## config.mk

```make
export PLATFORM = sky130hd
export DESIGN_NAME = uart_tx_flat
export DESIGN_NICKNAME = d
export VERILOG_FILES = /design/src/rtl/uart_tx_if.sv /design/src/rtl/uart_tx.sv /design/src/flat_wrapper.sv
export SDC_FILE = /design/constraint.sdc
export NUM_CORES = 1
export LEC_CHECK = 0
export BUFFER_PORTS_ARGS = -buffer_cell sky130_fd_sc_hd__buf_2
export CAP_MARGIN = 20
export CORE_ASPECT_RATIO = 1.2
export CORE_MARGIN = 1.5
export CORE_UTILIZATION = 40
export DETAILED_ROUTE_END_ITERATION = 7
export GPL_TIMING_DRIVEN = 0
export PLACE_DENSITY = 0.67
export RECOVER_POWER = 50
export SYNTH_ARGS = -nofsm -noshare
export SYNTH_HDL_FRONTEND = slang
export SYNTH_SLANG_ARGS = --single-unit
export TNS_END_PERCENT = 30
```

## constraint.sdc

```tcl
create_clock -name clk -period 4.5 [get_ports clk]
set_input_delay 0.9 -clock clk [delete_from_list [all_inputs] [get_ports clk]]
set_output_delay 0.9 -clock clk [all_outputs]
set_load 0.02 [all_outputs]
```

## src/rtl/uart_tx_if.sv

```systemverilog
`default_nettype none
// ============================================================================
// Module      : uart_tx_if
// Description : Host-side bus of the UART transmitter (byte load + line/status)
// Revision    : 1.0 - initial release
// ============================================================================
interface uart_tx_if;
  logic [7:0] tx_data;
  logic       load;
  logic       TxD;
  logic       tdre;
  logic       busy;

  modport master (
    output tx_data,
    output load,
    input  TxD,
    input  tdre,
    input  busy
  );

  modport slave (
    input  tx_data,
    input  load,
    output TxD,
    output tdre,
    output busy
  );
endinterface
`default_nettype wire

```

## src/rtl/uart_tx.sv

```systemverilog
`default_nettype none
// ============================================================================
// Module      : uart_tx
// Description : Double-buffered 8N1 UART transmitter (TDR -> TSR -> TxD).
//               Define UART_TX_PARITY_EN to insert a parity bit (ODD_PARITY).
// Revision    : 1.0 - initial release
// ============================================================================
module uart_tx #(
  parameter int BIT_TIME = 2600,
  parameter int CNT_W    = 12
`ifdef UART_TX_PARITY_EN
  ,
  parameter bit ODD_PARITY = 1'b0
`endif
) (
  input  wire         clk,
  input  wire         clr,
  uart_tx_if.slave    bus
);

  typedef enum logic [2:0] {
    ST_MARK  = 3'd0,
    ST_START = 3'd1,
    ST_DATA  = 3'd2,
    ST_STOP  = 3'd3
`ifdef UART_TX_PARITY_EN
    ,
    ST_PARITY = 3'd4
`endif
  } state_t;

  localparam logic [CNT_W-1:0] c_BAUD_LAST = CNT_W'(BIT_TIME - 1);
  localparam logic [3:0]       c_LAST_BIT  = 4'd7;

  state_t           r_state, w_state_nx;
  logic [7:0]       r_tdr, w_tdr_nx;
  logic [7:0]       r_tsr, w_tsr_nx;
  logic [CNT_W-1:0] r_baud, w_baud_nx;
  logic [3:0]       r_bitcnt, w_bitcnt_nx;
  logic             r_tdre, w_tdre_nx;
  logic             r_txd, w_txd_nx;
  logic             r_busy, w_busy_nx;
  logic             w_bit_end;
  logic             w_xfer;
`ifdef UART_TX_PARITY_EN
  logic             r_par, w_par_nx;
`endif

  always_ff @(posedge clk) begin
    if (clr) begin
      r_state  <= ST_MARK;
      r_tdr    <= 8'h00;
      r_tsr    <= 8'h00;
      r_baud   <= '0;
      r_bitcnt <= 4'd0;
      r_tdre   <= 1'b1;
      r_txd    <= 1'b1;
      r_busy   <= 1'b0;
`ifdef UART_TX_PARITY_EN
      r_par    <= 1'b0;
`endif
    end else begin
      r_state  <= w_state_nx;
      r_tdr    <= w_tdr_nx;
      r_tsr    <= w_tsr_nx;
      r_baud   <= w_baud_nx;
      r_bitcnt <= w_bitcnt_nx;
      r_tdre   <= w_tdre_nx;
      r_txd    <= w_txd_nx;
      r_busy   <= w_busy_nx;
`ifdef UART_TX_PARITY_EN
      r_par    <= w_par_nx;
`endif
    end
  end

  always_comb begin
    w_state_nx  = r_state;
    w_tdr_nx    = r_tdr;
    w_tsr_nx    = r_tsr;
    w_baud_nx   = r_baud;
    w_bitcnt_nx = r_bitcnt;
    w_tdre_nx   = r_tdre;
    w_xfer      = 1'b0;
    w_bit_end   = (r_baud == c_BAUD_LAST);
`ifdef UART_TX_PARITY_EN
    w_par_nx    = r_par;
`endif

    // A load needs tdre=1 and a transfer needs tdre=0, so they never collide.
    if (bus.load && r_tdre) begin
      w_tdr_nx  = bus.tx_data;
      w_tdre_nx = 1'b0;
    end

    if (r_state != ST_MARK) begin
      w_baud_nx = w_bit_end ? '0 : r_baud + 1'b1;
    end

    case (r_state)
      ST_MARK: begin
        w_xfer = !r_tdre;
      end
      ST_START: begin
        if (w_bit_end) w_state_nx = ST_DATA;
      end
      ST_DATA: begin
        if (w_bit_end) begin
          w_tsr_nx    = {1'b0, r_tsr[7:1]};
          w_bitcnt_nx = r_bitcnt + 4'd1;
          if (r_bitcnt == c_LAST_BIT) begin
`ifdef UART_TX_PARITY_EN
            w_state_nx = ST_PARITY;
`else
            w_state_nx = ST_STOP;
`endif
          end
        end
      end
`ifdef UART_TX_PARITY_EN
      ST_PARITY: begin
        if (w_bit_end) w_state_nx = ST_STOP;
      end
`endif
      ST_STOP: begin
        if (w_bit_end) begin
          w_state_nx = ST_MARK;
          w_xfer     = !r_tdre;
        end
      end
      default: begin
        w_state_nx = ST_MARK;
      end
    endcase

    if (w_xfer) begin
      w_tsr_nx    = r_tdr;
      w_tdre_nx   = 1'b1;
      w_bitcnt_nx = 4'd0;
      w_baud_nx   = '0;
      w_state_nx  = ST_START;
`ifdef UART_TX_PARITY_EN
      w_par_nx    = (^r_tdr) ^ ODD_PARITY;
`endif
    end

    // Line level is registered from the next state to keep TxD glitch-free.
    case (w_state_nx)
      ST_START:  w_txd_nx = 1'b0;
      ST_DATA:   w_txd_nx = w_tsr_nx[0];
`ifdef UART_TX_PARITY_EN
      ST_PARITY: w_txd_nx = w_par_nx;
`endif
      default:   w_txd_nx = 1'b1;
    endcase
    w_busy_nx = (w_state_nx != ST_MARK);
  end

  assign bus.TxD  = r_txd;
  assign bus.tdre = r_tdre;
  assign bus.busy = r_busy;

endmodule
`default_nettype wire

```

## src/flat_wrapper.sv

```systemverilog
// flat-port wrapper written by rule: the top's interface ports become plain ports
module uart_tx_flat 
#(
  parameter int BIT_TIME = 2600,
  parameter int CNT_W    = 12

)
  (clk, clr, bus_tx_data, bus_load, bus_TxD, bus_tdre, bus_busy);
  uart_tx_if bus_i ();
  input  wire clk;
  input  wire clr;
  input wire logic [$bits(bus_i.tx_data)-1:0] bus_tx_data;
  input wire logic [$bits(bus_i.load)-1:0] bus_load;
  output wire logic [$bits(bus_i.TxD)-1:0] bus_TxD;
  output wire logic [$bits(bus_i.tdre)-1:0] bus_tdre;
  output wire logic [$bits(bus_i.busy)-1:0] bus_busy;
  assign bus_i.tx_data = bus_tx_data;
  assign bus_i.load = bus_load;
  assign bus_TxD = bus_i.TxD;
  assign bus_tdre = bus_i.tdre;
  assign bus_busy = bus_i.busy;
  uart_tx #(.BIT_TIME(BIT_TIME), .CNT_W(CNT_W)) u_core (.clk(clk), .clr(clr), .bus(bus_i));
endmodule
```

==> results of run 1 <==
==> state kept, by name (all words and copies together), names as in the netlist <==
signal / cells
u_core.r_bitcnt: 4
u_core.bus.busy: 1
u_core.r_tsr: 8
u_core.r_baud: 12
u_core.bus.TxD: 1
u_core.r_tdr: 8
u_core.r_state: 3
u_core.bus.tdre: 1
==> cell type report <==
class,instances,share of cell area
multi-input cells,133,0.444
flip-flops and latches,38,0.386
clock buffers,6,0.0419
well taps,56,0.0355
plain buffers,9,0.0317
clock inverters,2,0.0305
repair buffers,12,0.0286
inverters,1,0.00190
==> critical path: cells and delay by family (launching register included) <==
| family | cells | cell delay [ns] |
|---|---|---|
| adder cells (fa/ha/maj) | 1 | 0.24 |
| AO/OA/AOI/OAI | 1 | 0.93 |
| AND/OR/NAND/NOR | 3 | 0.61 |
| flip-flops | 1 | 0.39 |
==> metal layers <==
layer	track usage	part of all wire	wire length (microns)	vias up
met5	0	0	0	-
met4	0.0725	0.023	67	0
met3	0.0448	0.029	84	6
met2	0.217	0.45	1290	16
met1	0.155	0.50	1430	555
li1	-	-	-	668
==> cell families after synthesis <==
logic type,count (synthesis)
and+or+nand+nor,80
DFF,38
AOI/OAI and AO/OA,25
xor gates and xnor gates,14
muxes,11
buffers and inverters,10
adders and majority gates,2
other,1
==> placed cells by master (no fill, tap or decap), types with 2 or more instances in the layout <==
cell	synthesis	final
a211oi_2	7	7
a21oi_1	11	11
and4_1	1	2
buf_2	2	11
buf_6	2	2
bufinv_16	0	2
clkbuf_1	2	6
clkbuf_8	0	6
dfxtp_1	38	38
ha_1	2	2
mux2i_1	9	9
nand2_1	19	19
nand3_1	12	13
nand4_1	5	5
nor2_1	25	25
nor3_1	3	3
nor4bb_1	2	2
o21ai_0	1	2
or3_1	2	2
xnor2_1	2	2
xor2_1	12	12
==> where the power goes <==
group / total [mW] / switching, mW / internal, mW
sequential: 0.355 / 0.00654 / 0.348
combinational: 0.0532 / 0.0323 / 0.0209
clock: 0.361 / 0.124 / 0.237
total: 0.769 / 0.163 / 0.606
==> final timing paths <==
kind                              endpoint  cells past startpoint                           from  slack, ns
max reg2reg  u_core.r_baud[6]$_SDFFE_PP0P_                      5  u_core.r_baud[0]$_SDFFE_PP0P_       2.16
min           u_core.r_tdr[3]$_SDFFE_PP0P_                      2   u_core.r_tdr[3]$_SDFFE_PP0P_       0.46
min reg2reg   u_core.r_tdr[3]$_SDFFE_PP0P_                      2   u_core.r_tdr[3]$_SDFFE_PP0P_       0.46
max          u_core.r_baud[6]$_SDFFE_PP0P_                      5  u_core.r_baud[0]$_SDFFE_PP0P_       2.16
==> per-stage QoR <==
stage | power [mW] | area (sq um)
final | 0.769 | 1970
after floorplan | 0.404 | 1740
after CTS | 0.778 | 2010
after global routing | 0.801 | 1970
after detailed placement | 0.419 | 1870
after global placement | 0.418 | 1870
==> out/metrics.yaml, run 1 <==
tightest_slew_ns: 1.11
start_util: 0.411
wl_per_cell_microns: 11.2
vias: 1245
antenna_left: 0
cts_made_buffers: 5
synth_fa_ha_area_frac: 0.0144
fill_cells: 441
synth-seq-cells: 38
setup_viol: 0
leakagePower_nw: 0.750
crit_path_start_kind: "flop"
skew_ns: 0.0127
clock-root-buffer: "clkbuf_8"
grt_pass1_wl_mm: 4.79
synth_top_area_share: 0.438
path_cells: "ha_1 > and4b_1 > nand3_1 > o21ai_0 > nor2_1"
rsz0062_at_grt: "no"
final_util: 0.466
peakVddDrop_v: 0.000260
synth_edf_count: 0
finalNonFillerCells: 257
synth.top_cells.by_area: "dfxtp_1 44%, xor2_1 6.0%, nor2_1 5.4%, mux2i_1 5.2%, a211oi_2 5.0%"
rows: 26
cpPeakStageDelay_ns: 0.93
ios: 14
slew-limit-headroom: 0.254
fin_hold_ws_ns: 0.458
synth_top_cell_by_area: "dfxtp_1"
period_needed_ns: 2.34
cts_hold_buf: 0
synth_ff_type: "dfxtp_1"
netlist_area_sq_um: 1740
diodes: 0
post-route-period-util: 0.519
post_cts_buffers: 0
finalHoldViolCount: 0
grt_pass1_vias: 1084
synth_cell_types: 41
yosysMostFrequentCell: "dfxtp_1"
yosys-top-cells-count: "38 x dfxtp_1, 25 x nor2_1, 19 x nand2_1"
regArea_sq_um: 761
insertion_delay_ns: 0.30
grt_use_total: 0.132
cts_buffer_depth: 2
syn_avg_cell_area_sq_um: 9.60
dp_hpwl_mm: 2.03
setup_tns_ns: 0
max_freq_mhz: 428
synthMuxAreaShare: 0.0670
async_reset_ff_frac: 0
status: "finished clean"
arrival_ns: 2.49
core_sq_um: 4230
path_clk_slew_ns: 0.08
cts_tree: "built"
synth_simple_gate_area_frac: 0.248
synth_compound_area_frac: 0.122
cp_max_fo: 10
cp-end-kind: "flop"
worst-setup-path-type: "flop to flop"
syn_inst: 181
hold_class: "flop to flop"
drc: 0
fin_nets: 213
seq_area_frac_synth: 0.438
cpMaxStageDelayCell: "o21ai_0"
dieWidth_microns: 63.2
synth-warning-count: 0
wl_mm: 2.87
crit_required_ns: 4.65
drt_pass1_iterations: 4
synth_nets: 194
cts.sinks: 38
portBuffers: 12
antenna_found_initial: 0
dp_slack_ns: 2.62
h-tree-depth: 2
grt_overflow_total: 0
via_per_inst: 4.84
grt_max_degree: 13
synth_top_family_by_area: "simple AND/OR/NAND/NOR gates"
area_delta_synth_final_pct: 13.5
gp_congestion: 0.744
finalWorstSetupSlack_ns: 2.16
dp_cells: 249
timing.max_cap.violations: 0
synth_xor_area_frac: 0.0706
cts_resized: 0
die_y_microns: 75.2
power_density_nw_per_um2: 390
drive_above_1_share: 0.174
final_max_slew_viol_count: 0
drtIter0Drc: 30
die_area_sq_um: 4750
multi_input_area_sq_um: 876
Note: power is estimated with default switching activity, not from simulation.
==> run 2: changes to the inputs <==
==> constraint.sdc (replaced) <==
create_clock -name clk -period 2.15 [get_ports clk]
set_input_delay 0.43 -clock clk [delete_from_list [all_inputs] [get_ports clk]]
set_output_delay 0.43 -clock clk [all_outputs]
set_load 0.02 [all_outputs]
==> out/metrics.yaml, run 2 (synthesis results as in run 1) <==
setup_viol: 0  # unchanged
cp-end-kind: "flop"  # unchanged
cpPeakStageDelay_ns: 0.35  # was 0.93 ns
peakVddDrop_v: 0.000545  # was 0.000260 V
timing.max_cap.violations: 0  # unchanged
path_cells: "ha_1 > and4b_1 > and4_4 > a31oi_4 > nand2b_1 > a21o_1"  # was ha_1 > and4b_1 > nand3_1 > o21ai_0 > nor2_1
start_util: 0.411  # unchanged
netSwitchingPower_uw: 343  # was 163 uW
path_clk_slew_ns: 0.08  # about the same
period_needed_ns: 1.91  # was 2.34 ns
p_clk_frac: 0.468  # was 0.469
fin_nets: 213  # unchanged
rr_worst_depth: 6  # was 5
die_area_sq_um: 4750  # unchanged
leakagePower_nw: 0.754  # was 0.750 nW
clock-root-buffer: "clkbuf_8"  # unchanged
min_from: "bus_tx_data[7]"  # was u_core.r_tdr[3]$_SDFFE_PP0P_
drc: 0  # unchanged
largest_reg_flops: 12  # unchanged
cts_made_buffers: 5  # unchanged
post-route-period-util: 0.889  # was 0.519
cts_hold_buf: 0  # unchanged
r2r_start: "u_core.r_baud[0]$_SDFFE_PP0P_"  # unchanged
drive_above_1_share: 0.194  # was 0.174
top_usage_layer: "met2"  # unchanged
gr-usage-met1: 0.155  # unchanged
cts_buffer_depth: 2  # unchanged
h-tree-depth: 2  # unchanged
path_depth: 6  # was 5
drt_pass1_iterations: 4  # unchanged
wl_per_cell_microns: 11.1  # was 11.2 microns
diodes: 0  # unchanged
tightest_slew_ns: 0.604  # was 1.11 ns
portBuffers: 12  # unchanged
top_register: "u_core.r_baud"  # unchanged
drtIter0Drc: 39  # was 30
cp_max_fo: 7  # was 10
arrival_ns: 2.10  # was 2.49 ns
hold_class: "input port to flop"  # was flop to flop
vias: 1236  # was 1245
final_cell_mix: "38 x dfxtp_1, 25 x nor2_1, 19 x nand2_1, 12 x xor2_1, 12 x nand3_1"  # was 38 x dfxtp_1, 25 x nor2_1, 19 x nand2_1, 13 x nand3_1, 12 x xor2_1
gp_congestion: 0.744  # unchanged
crit_required_ns: 2.34  # was 4.65 ns
skew_ns: 0.0122  # was 0.0127 ns
startpoint: "u_core.r_baud[0]$_SDFFE_PP0P_"  # unchanged
cts_resized: 0  # unchanged
final_max_slew_viol_count: 0  # unchanged
antenna_left: 0  # unchanged
slew-limit-headroom: 0.598  # was 0.254
fill_cells: 435  # was 441
finalWorstSetupSlack_ns: 0.239  # was 2.16 ns
via_per_inst: 4.81  # was 4.84
cpMaxStageDelayCell: "dfxtp_1"  # was o21ai_0
rows: 26  # unchanged
sw_frac_of_total: 0.213  # was 0.212
insertion_delay_ns: 0.30  # about the same
grt_max_degree: 13  # unchanged
critical_path_buf_inv_count: 0  # unchanged
power_density_nw_per_um2: 807  # was 390 nW/um^2
grt_pass1_vias: 1084  # unchanged
path_delay_family: "simple AND/OR/NAND/NOR gates"  # was compound AO/OA/AOI/OAI gates
max_freq_mhz: 523  # was 428 MHz
status: "finished clean"  # unchanged
antenna_found_initial: 0  # unchanged
worst-setup-path-type: "flop to flop"  # unchanged
cp-endpoint: "u_core.bus.tdre$_SDFFE_PP1P_"  # was u_core.r_baud[6]$_SDFFE_PP0P_
reg_top3: "u_core.r_baud: 12 flops, u_core.r_tdr: 8 flops, u_core.r_tsr: 8 flops"  # unchanged
setup_tns_ns: 0  # unchanged
reg2reg_to: "u_core.bus.tdre$_SDFFE_PP1P_"  # was u_core.r_baud[6]$_SDFFE_PP0P_
dieWidth_microns: 63.2  # unchanged
crit_path_start_kind: "flop"  # unchanged
post_cts_buffers: 0  # unchanged
regArea_sq_um: 761  # unchanged
met3_usage: 0.0448  # unchanged
mostFrequentLayoutCell: "dfxtp_1"  # unchanged
dp_hpwl_mm: 2.03  # unchanged
finalHoldViolCount: 0  # unchanged
grt_overflow_total: 0  # unchanged
reg2reg_setup_slack_ns: 0.24  # was 2.16 ns
p_seq_frac: 0.461  # about the same
ios: 14  # unchanged
fin_hold_ws_ns: 0.378  # was 0.458 ns
cell_internal_pwr_mw: 1.27  # was 606 uW
multi_input_area_sq_um: 902  # was 876 sq um
rsz0062_at_grt: "no"  # unchanged
use_met2: 0.217  # unchanged
dp_slack_ns: 0.274  # was 2.62 ns
power.total_mw: 1.61  # was 769 uW
die_y_microns: 75.2  # unchanged
cts.sinks: 38  # unchanged
grt_use_total: 0.132  # unchanged
core_sq_um: 4230  # unchanged
grt_pass1_wl_mm: 4.79  # unchanged
finalNonFillerCells: 257  # unchanged
area_delta_synth_final_pct: 15.0  # was 13.5%
cts_tree: "built"  # unchanged
comb_power_share: 0.071  # was 0.069
wl_mm: 2.85  # was 2.87 mm
dp_cells: 249  # unchanged
-- run 2: cell count changes in the layout (fill, tap and decap cells not counted) --
cell and delta:
o21ai_2 +1, a31oi_1 -1, o21ai_0 -1, nand3_2 +1, and4_4 +1, and4_1 -1
nand3_1 -1, a31oi_4 +1
-- run 2: metrics by stage --
stage               instance area, sq um  utilization
floorplan                           1740            -
global placement                    1870        0.442
detailed placement                  1870        0.442
CTS                                 2010        0.475
global route                        2000        0.472
finish                              2000        0.472
-- run 2: area by class of cell --
| cell class | instances | area share |
|---|---|---|
| multi-input cells | 133 | 0.451 |
| flip-flops and latches | 38 | 0.381 |
| clock buffers | 6 | 0.0413 |
| well taps | 56 | 0.0351 |
| plain buffers | 9 | 0.0313 |
| clock inverters | 2 | 0.0301 |
| repair buffers | 12 | 0.0282 |
| inverters | 1 | 0.00188 |
-- run 2: metal layers --
metal,wire length (microns),part of all wire
met5,0,0
met4,61,0.021
met3,86,0.030
met2,1300,0.46
met1,1400,0.49
-- run 2: worst min path at each step --
stage                                         to  slack [ns]  cells past startpoint
CTS                 u_core.r_tdr[0]$_SDFFE_PP0P_        0.37                      3
global route        u_core.r_tdr[4]$_SDFFE_PP0P_        0.37                      3
finish              u_core.r_tdr[7]$_SDFFE_PP0P_        0.38                      3
floorplan           u_core.r_tdr[0]$_SDFFE_PP0P_        0.44                      2
global placement    u_core.r_tdr[7]$_SDFFE_PP0P_        0.44                      2
detailed placement  u_core.r_tdr[1]$_SDFFE_PP0P_        0.45                      2
-- run 2: worst reg2reg max path: stages, from the launching register on --
cell      delay, ns
dfxtp_1        0.35
ha_1           0.26
and4b_1        0.26
and4_4         0.23
a31oi_4        0.26
nand2b_1       0.24
a21o_1         0.21
-- run 2: power groups by stage --
stage          Sequential, mW  Clock [mW]  Combinational, mW
6_report                0.742       0.755              0.114
5_1_grt                 0.746       0.806              0.129
4_1_cts                 0.742       0.767              0.119
3_5_place_dp            0.759           0              0.118
3_3_place_gp            0.758           0              0.117
2_1_floorplan           0.760           0             0.0866
